## src/rtl/nway_tag_ctrl.sv

```systemverilog
// +--------------------------------------------------------------------------+
// | Module      : nway_tag_ctrl                                              |
// | Description : Tag lookup and miss controller for a 4-way, 16-set cache.  |
// |               Detects hit/miss, picks a victim way (invalid way first,   |
// |               otherwise the lru_table victim) and runs a memory fill.    |
// | Options     : define NWAY_TAG_STATS_EN to add saturating hit/miss        |
// |               counters (hit_cnt_o / miss_cnt_o).                         |
// | Revision    : 1.0 - initial release                                      |
// +--------------------------------------------------------------------------+
`default_nettype none

module nway_tag_ctrl #(
    parameter int ADDR_W   = 16,
    parameter int OFFSET_W = 4,
    parameter int LRU_LAT  = 2
) (
    input  logic              clk,
    input  logic              rst,
    input  logic              req_valid_i,
    input  logic [ADDR_W-1:0] req_addr_i,
    output logic              req_ready_o,
    output logic              resp_valid_o,
    output logic              resp_hit_o,
    output logic [1:0]        resp_way_o,
    output logic              mem_req_o,
    output logic [ADDR_W-1:0] mem_addr_o,
    input  logic              mem_ack_i,
    output logic [3:0]        lru_set_o,
    output logic [1:0]        lru_way_o,
    output logic              lru_access_o,
    output logic              lru_update_o,
    input  logic [1:0]        lru_victim_i
`ifdef NWAY_TAG_STATS_EN
    ,
    output logic [15:0]       hit_cnt_o,
    output logic [15:0]       miss_cnt_o
`endif
);

    localparam int TAG_W = ADDR_W - OFFSET_W - 4;
    localparam int CNT_W = $clog2(LRU_LAT + 2);

    typedef enum logic [1:0] {
        S_IDLE   = 2'd0,
        S_LOOKUP = 2'd1,
        S_VICTIM = 2'd2,
        S_FILL   = 2'd3
    } state_t;

    state_t               r_state;
    state_t               w_state_nxt;
    logic [TAG_W-1:0]     r_tag_mem [0:15][0:3];
    logic [15:0][3:0]     r_valid;
    logic [TAG_W-1:0]     r_tag;
    logic [3:0]           r_set;
    logic [1:0]           r_fill_way;
    logic [CNT_W-1:0]     r_cnt;

    logic                 w_hit;
    logic [1:0]           w_hit_way;
    logic                 w_inv;
    logic [1:0]           w_inv_way;
    logic                 w_accept;
    logic                 w_hit_rsp;
    logic                 w_start_fill;
    logic                 w_fill_done;
    logic [1:0]           w_fill_way_nxt;

    // Offset bits select a byte within the line and play no part in lookup.
    logic                 w_unused_offset;
    assign w_unused_offset = ^req_addr_i[OFFSET_W-1:0];

    assign req_ready_o = (r_state == S_IDLE);

    // Compare latched tag against all ways; loop runs high-to-low so the lowest index wins.
    always_comb begin
        w_hit     = 1'b0;
        w_hit_way = 2'd0;
        w_inv     = 1'b0;
        w_inv_way = 2'd0;
        for (int w = 3; w >= 0; w--) begin
            if (r_valid[r_set][w] && (r_tag_mem[r_set][w] == r_tag)) begin
                w_hit     = 1'b1;
                w_hit_way = 2'(w);
            end
            if (!r_valid[r_set][w]) begin
                w_inv     = 1'b1;
                w_inv_way = 2'(w);
            end
        end
    end

    // State register.
    always_ff @(posedge clk or negedge rst) begin
        if (!rst) begin
            r_state <= S_IDLE;
        end else begin
            r_state <= w_state_nxt;
        end
    end

    // Next-state decode and single-cycle action strobes.
    always_comb begin
        w_state_nxt    = r_state;
        w_accept       = 1'b0;
        w_hit_rsp      = 1'b0;
        w_start_fill   = 1'b0;
        w_fill_done    = 1'b0;
        w_fill_way_nxt = r_fill_way;
        case (r_state)
            S_IDLE: begin
                if (req_valid_i) begin
                    w_accept    = 1'b1;
                    w_state_nxt = S_LOOKUP;
                end
            end
            S_LOOKUP: begin
                if (w_hit) begin
                    w_hit_rsp   = 1'b1;
                    w_state_nxt = S_IDLE;
                end else if (w_inv) begin
                    w_start_fill   = 1'b1;
                    w_fill_way_nxt = w_inv_way;
                    w_state_nxt    = S_FILL;
                end else if (LRU_LAT <= 1) begin
                    w_start_fill   = 1'b1;
                    w_fill_way_nxt = lru_victim_i;
                    w_state_nxt    = S_FILL;
                end else begin
                    w_state_nxt = S_VICTIM;
                end
            end
            S_VICTIM: begin
                // r_cnt counts cycles since LOOKUP entry; victim is valid on the final count.
                if (r_cnt >= CNT_W'(LRU_LAT)) begin
                    w_start_fill   = 1'b1;
                    w_fill_way_nxt = lru_victim_i;
                    w_state_nxt    = S_FILL;
                end
            end
            S_FILL: begin
                if (mem_ack_i) begin
                    w_fill_done = 1'b1;
                    w_state_nxt = S_IDLE;
                end
            end
            default: w_state_nxt = S_IDLE;
        endcase
    end

    // Request latch, victim counter, valid array and all registered outputs.
    always_ff @(posedge clk or negedge rst) begin
        if (!rst) begin
            r_tag        <= '0;
            r_set        <= '0;
            r_fill_way   <= '0;
            r_cnt        <= '0;
            r_valid      <= '0;
            resp_valid_o <= 1'b0;
            resp_hit_o   <= 1'b0;
            resp_way_o   <= '0;
            mem_req_o    <= 1'b0;
            mem_addr_o   <= '0;
            lru_set_o    <= '0;
            lru_way_o    <= '0;
            lru_access_o <= 1'b0;
            lru_update_o <= 1'b0;
        end else begin
            resp_valid_o <= 1'b0;
            lru_access_o <= 1'b0;
            lru_update_o <= 1'b0;
            if (w_accept) begin
                r_tag     <= req_addr_i[ADDR_W-1:OFFSET_W+4];
                r_set     <= req_addr_i[OFFSET_W+3:OFFSET_W];
                lru_set_o <= req_addr_i[OFFSET_W+3:OFFSET_W];
                r_cnt     <= CNT_W'(1);
            end else if ((r_state == S_LOOKUP) || (r_state == S_VICTIM)) begin
                r_cnt <= r_cnt + CNT_W'(1);
            end
            if (w_hit_rsp) begin
                resp_valid_o <= 1'b1;
                resp_hit_o   <= 1'b1;
                resp_way_o   <= w_hit_way;
                lru_way_o    <= w_hit_way;
                lru_access_o <= 1'b1;
            end
            if (w_start_fill) begin
                r_fill_way <= w_fill_way_nxt;
                mem_req_o  <= 1'b1;
                mem_addr_o <= {r_tag, r_set, {OFFSET_W{1'b0}}};
            end
            if (w_fill_done) begin
                r_valid[r_set][r_fill_way] <= 1'b1;
                mem_req_o    <= 1'b0;
                resp_valid_o <= 1'b1;
                resp_hit_o   <= 1'b0;
                resp_way_o   <= r_fill_way;
                lru_way_o    <= r_fill_way;
                lru_update_o <= 1'b1;
            end
        end
    end

    // Tag storage has no reset; entries are only trusted through the valid array.
    always_ff @(posedge clk) begin
        if (w_fill_done) begin
            r_tag_mem[r_set][r_fill_way] <= r_tag;
        end
    end

`ifdef NWAY_TAG_STATS_EN
    // Saturating hit/miss counters, stepped in the same edge as the response pulse.
    always_ff @(posedge clk or negedge rst) begin
        if (!rst) begin
            hit_cnt_o  <= '0;
            miss_cnt_o <= '0;
        end else begin
            if (w_hit_rsp && (hit_cnt_o != 16'hFFFF)) begin
                hit_cnt_o <= hit_cnt_o + 16'd1;
            end
            if (w_fill_done && (miss_cnt_o != 16'hFFFF)) begin
                miss_cnt_o <= miss_cnt_o + 16'd1;
            end
        end
    end
`endif

endmodule

`default_nettype wire
```

## config.mk

```make
export PLATFORM = sky130hd
export DESIGN_NAME = nway_tag_ctrl
export DESIGN_NICKNAME = d
export VERILOG_FILES = /design/src/rtl/nway_tag_ctrl.sv
export SDC_FILE = /design/constraint.sdc
export NUM_CORES = 1
export LEC_CHECK = 0
export ABC_CLOCK_PERIOD_IN_PS = 3400
export CORE_UTILIZATION = 56
export CTS_CLUSTER_DIAMETER = 50
export DETAILED_ROUTE_END_ITERATION = 16
export PLACE_DENSITY = 0.76
export SYNTH_ARGS = -nofsm -noshare
export SYNTH_HDL_FRONTEND = slang
export SYNTH_SLANG_ARGS = --single-unit
```

## constraint.sdc

```tcl
create_clock -name clk -period 3.4 [get_ports clk]
set_clock_uncertainty 0.15 [all_clocks]
set_input_delay 0.34 -clock clk [delete_from_list [all_inputs] [get_ports clk]]
set_output_delay 0.34 -clock clk [all_outputs]
set_load 0.01 [all_outputs]
```

==> summary.txt <==
Ys async rst share: 16.48%
CP Capture Type: register
Main synth FF type: edfxtp_1
Routability cong.: 0.8063
Overall Power: 27.33 mW
Worst hold path class: input port to register
Seq pwr share: 38.1%
Comb pwr share: 38.9%
RSZ-0062 raised after global routing: yes
Synth top area share: 60.64%
Max clock buf depth: 3
Clock power share: 23.0%
Critical-path cell list: buf_12 -> clkbuf_16 -> and2_2 -> buf_4 -> a22o_1 -> a221oi_1 -> xor2_1 -> o41ai_2 -> nand4_1 -> buf_6 -> o21a_4 -> nand2_8 -> o311ai_1
Vias in the first global route: 14,547
Worst path slowest cell: dfrtp_4
Clk Latency, worst-skew pair: 630 ps
Die height: 214.8 um
Worst setup path category: register to register
Syn avg cell area: 17.82 um2
HPWL Detailed: 37.04 mm
Final WL: 61.33 mm
Failing checks: negative setup slack
Final worst slack: -84.65 ps
Die width: 214.8 um
Largest net degree at the start of global routing: 50
Area contributors post-synth: edfxtp_1 61%, mux4_2 10%, dfrtp_1 10%
Post-Syn Instances: 1,423
DRC Markers: 0
Crit path buf inv count: 4
Uppermost layer routed: met4
Pwr Density: 907.0 mW/mm2
Nets: 1,681
Reg clk slew, reported paths: 70 ps
PortBufs: 43
Largest area contributor in the netlist: edfxtp_1
Status: finished with violations
CTS Buf Count: 59
FMAX: 287.0 MHz
Synthesis-to-finish area growth: 18.87%
Worst Path Required: 3740 ps
Post-Layout Cell Count: 2,296
Layout cells sized above 1: 33.51%
Core ar.: 0.04441 mm2
Min Hold Slack: 177.7 ps
Wire length on met2: 30.34 mm
Mux share of post-synthesis cell area: 15.56%
Routed vias/inst: 6.280
Total congestion overflow: 0
Routed Antenna Nets: 0
Worst path arrival time: 3820 ps
Initial core utilization: 57.08%
P_int: 18.16 mW
CTS tree: yes
Final hold violations: 0
Min Clock Period, post-route: 3485 ps
Synth warnings: 0
Vias post-DR: 14,420
Top Ports: 52
Global router's overall resource usage: 26.07%
Die footprint: 0.04613 mm2
XOR/XNOR Fraction of Synth Area: 1.485%
First-pass GRT wire length: 89.45 mm
Synth Area in Compound Gates: 3.973%
Worst-Margin Slew: 771.9 ps
ANT cells: 0
Worst path max stage delay: 570 ps
Initial antenna violation count: 0
Worst Path Max Fanout: 12
Cell count after placement: 2,142
Root buffer cell: clkbuf_16
Commonest non-fill, non-tap cell in the layout: edfxtp_1
Metal3 WL: 4.823 mm
Number of fill cells: 2,716
Post-synthesis cell area: 0.02535 mm2
Top delay family on crit path: compound AO/OA/AOI/OAI gates
TritonRoute pass-1 iters: 7
Core Rows: 77
Yosys cell types: 72
Leakage: 10.95 nW
1st-iter DRT viols: 1,807
Net Switching: 9.176 mW
Synth Area in Adders: 0.2468%
H-Tree Depth: 2
Yosys reg bits: 613
Post-synth EDFFs: 512
Commonest cells after routing, fill and taps aside: 512 x edfxtp_1, 168 x buf_4, 118 x mux4_2, 89 x dfrtp_1, 87 x mux2i_1
Wire per inst: 26.71 um
Relative slew slack: 48.54%
Worst vdd rail ir drop: 0.6324 mV
Final setup fails: 4
Main combinational cell family by area after synthesis: multiplexers
Clock Sink Count: 613
Simple-Gate Fraction of Synth Area: 5.340%
Max-cap viol count: 0
Max Slew Vio Count: 0
Switching part of the total power: 33.57%
Sequential fraction of the synthesis area: 70.61%
Tcrit/Tclk final: 102.5%
Worst setup SP type: register
Met1 WL: 24.62 mm
-- cells in the mapped netlist, types with 5 or more instances --
| master | count |
|---|---|
| xnor2_1 | 29 |
| edfxtp_1 | 512 |
| or2_2 | 65 |
| o311ai_1 | 12 |
| buf_2 | 16 |
| ha_1 | 5 |
| nand3_1 | 11 |
| nor2b_1 | 9 |
| mux2_2 | 23 |
| a221oi_1 | 14 |
| inv_1 | 26 |
| a22o_1 | 9 |
| buf_6 | 19 |
| nor3_1 | 12 |
| xor2_1 | 14 |
| buf_4 | 16 |
| o22ai_1 | 20 |
| nand2_1 | 55 |
| dfrtp_1 | 101 |
| mux4_2 | 117 |
| and2_1 | 18 |
| mux2_1 | 6 |
| clkbuf_1 | 23 |
| a21oi_1 | 20 |
| o21ai_1 | 15 |
| nor2_1 | 75 |
| nand2b_1 | 5 |
| mux2i_1 | 93 |
| buf_1 | 8 |
-- routing by layer --
| metal | vias up | global-route usage [%] |
|---|---|---|
| met2 | 739 | 42.45 |
| met1 | 7531 | 36.47 |
| met3 | 109 | 4.147 |
| met4 | 0 | 8.381 |
| met5 | - | 0 |
| li1 | 6041 | - |
-- what timing repair did --
action / in CTS / in global routing
gates cloned: 1 / 8
resized for setup: 25 / 42
pin swaps: 3 / 14
hold endpoints to repair: 47 / 0
setup endpoints to repair: 22 / 21
setup buffers: 7 / 28
hold buffers: 1 / 0
-- kinds of logic (layout without fill, tap and decap cells) --
group / Yosys count / after routing
flip-flops: 613 / 613
AND/OR/NAND/NOR: 269 / 271
multiplexers: 241 / 241
AO/OA/AOI/OAI: 138 / 138
buffers and inverters: 113 / 389
XOR/XNOR: 43 / 43
adder cells (fa/ha/maj): 5 / 5
other: 1 / 4
-- sequential cells by signal, indices dropped and copies added (netlist names), named ones only --
signal        flops
lru_access_o      1
lru_update_o      1
lru_way_o         2
mem_addr_o       12
mem_req_o         1
r_cnt             2
r_fill_way        2
r_set             4
r_state           1
r_tag             8
r_tag_mem       512
r_valid          64
resp_hit_o        1
resp_valid_o      1
-- power by group through the flow --
stage | combinational, mW | clock [mW] | sequential [mW]
global placement | 8.99 | 0 | 10.5
global route | 11.2 | 6.62 | 10.5
CTS | 9.69 | 6.33 | 10.4
detailed placement | 9.29 | 0 | 10.5
floorplan | 6.04 | 0 | 10.5
finish | 10.6 | 6.28 | 10.4
-- cell type report --
type | count | area [um2] | area share (%)
inverter | 27 | 101.3 | 0.3363
clock inverter | 39 | 275.3 | 0.9134
sequential | 613 | 17930 | 59.48
timing repair buffer | 251 | 2461 | 8.166
tap | 592 | 740.7 | 2.458
clock buffer | 72 | 1585 | 5.260
multi-input combinational | 702 | 7047 | 23.38
-- metrics by stage --
step	setup slack, ps	util, %	TNS (ps)	cell area, um2
2_1_floorplan	138.9	-	0	25360
3_3_place_gp	-290.2	61.81	-3849	27450
3_5_place_dp	-305.7	61.81	-4939	27450
4_1_cts	1.218	66.54	0	29550
5_1_grt	-140.0	67.86	-1449	30140
6_report	-84.65	67.86	-136.3	30140
-- worst paths after layout --
check / startpoint / endpoint / slack, ps / depth (start not counted)
worst max-delay path: r_set[1] / mem_addr_o[14] / -80 / 13
worst min-delay path: req_addr_i[10] / r_tag[2] / 180 / 2
worst max register to register: r_set[1] / mem_addr_o[14] / -80 / 13
worst min register to register: r_valid[34] / r_valid[34] / 310 / 1
max in group asynchronous: rst / r_valid[18] / 2130 / 3
min in group asynchronous: rst / r_valid[19] / 200 / 2
Note: power is estimated with default switching activity, not from simulation.
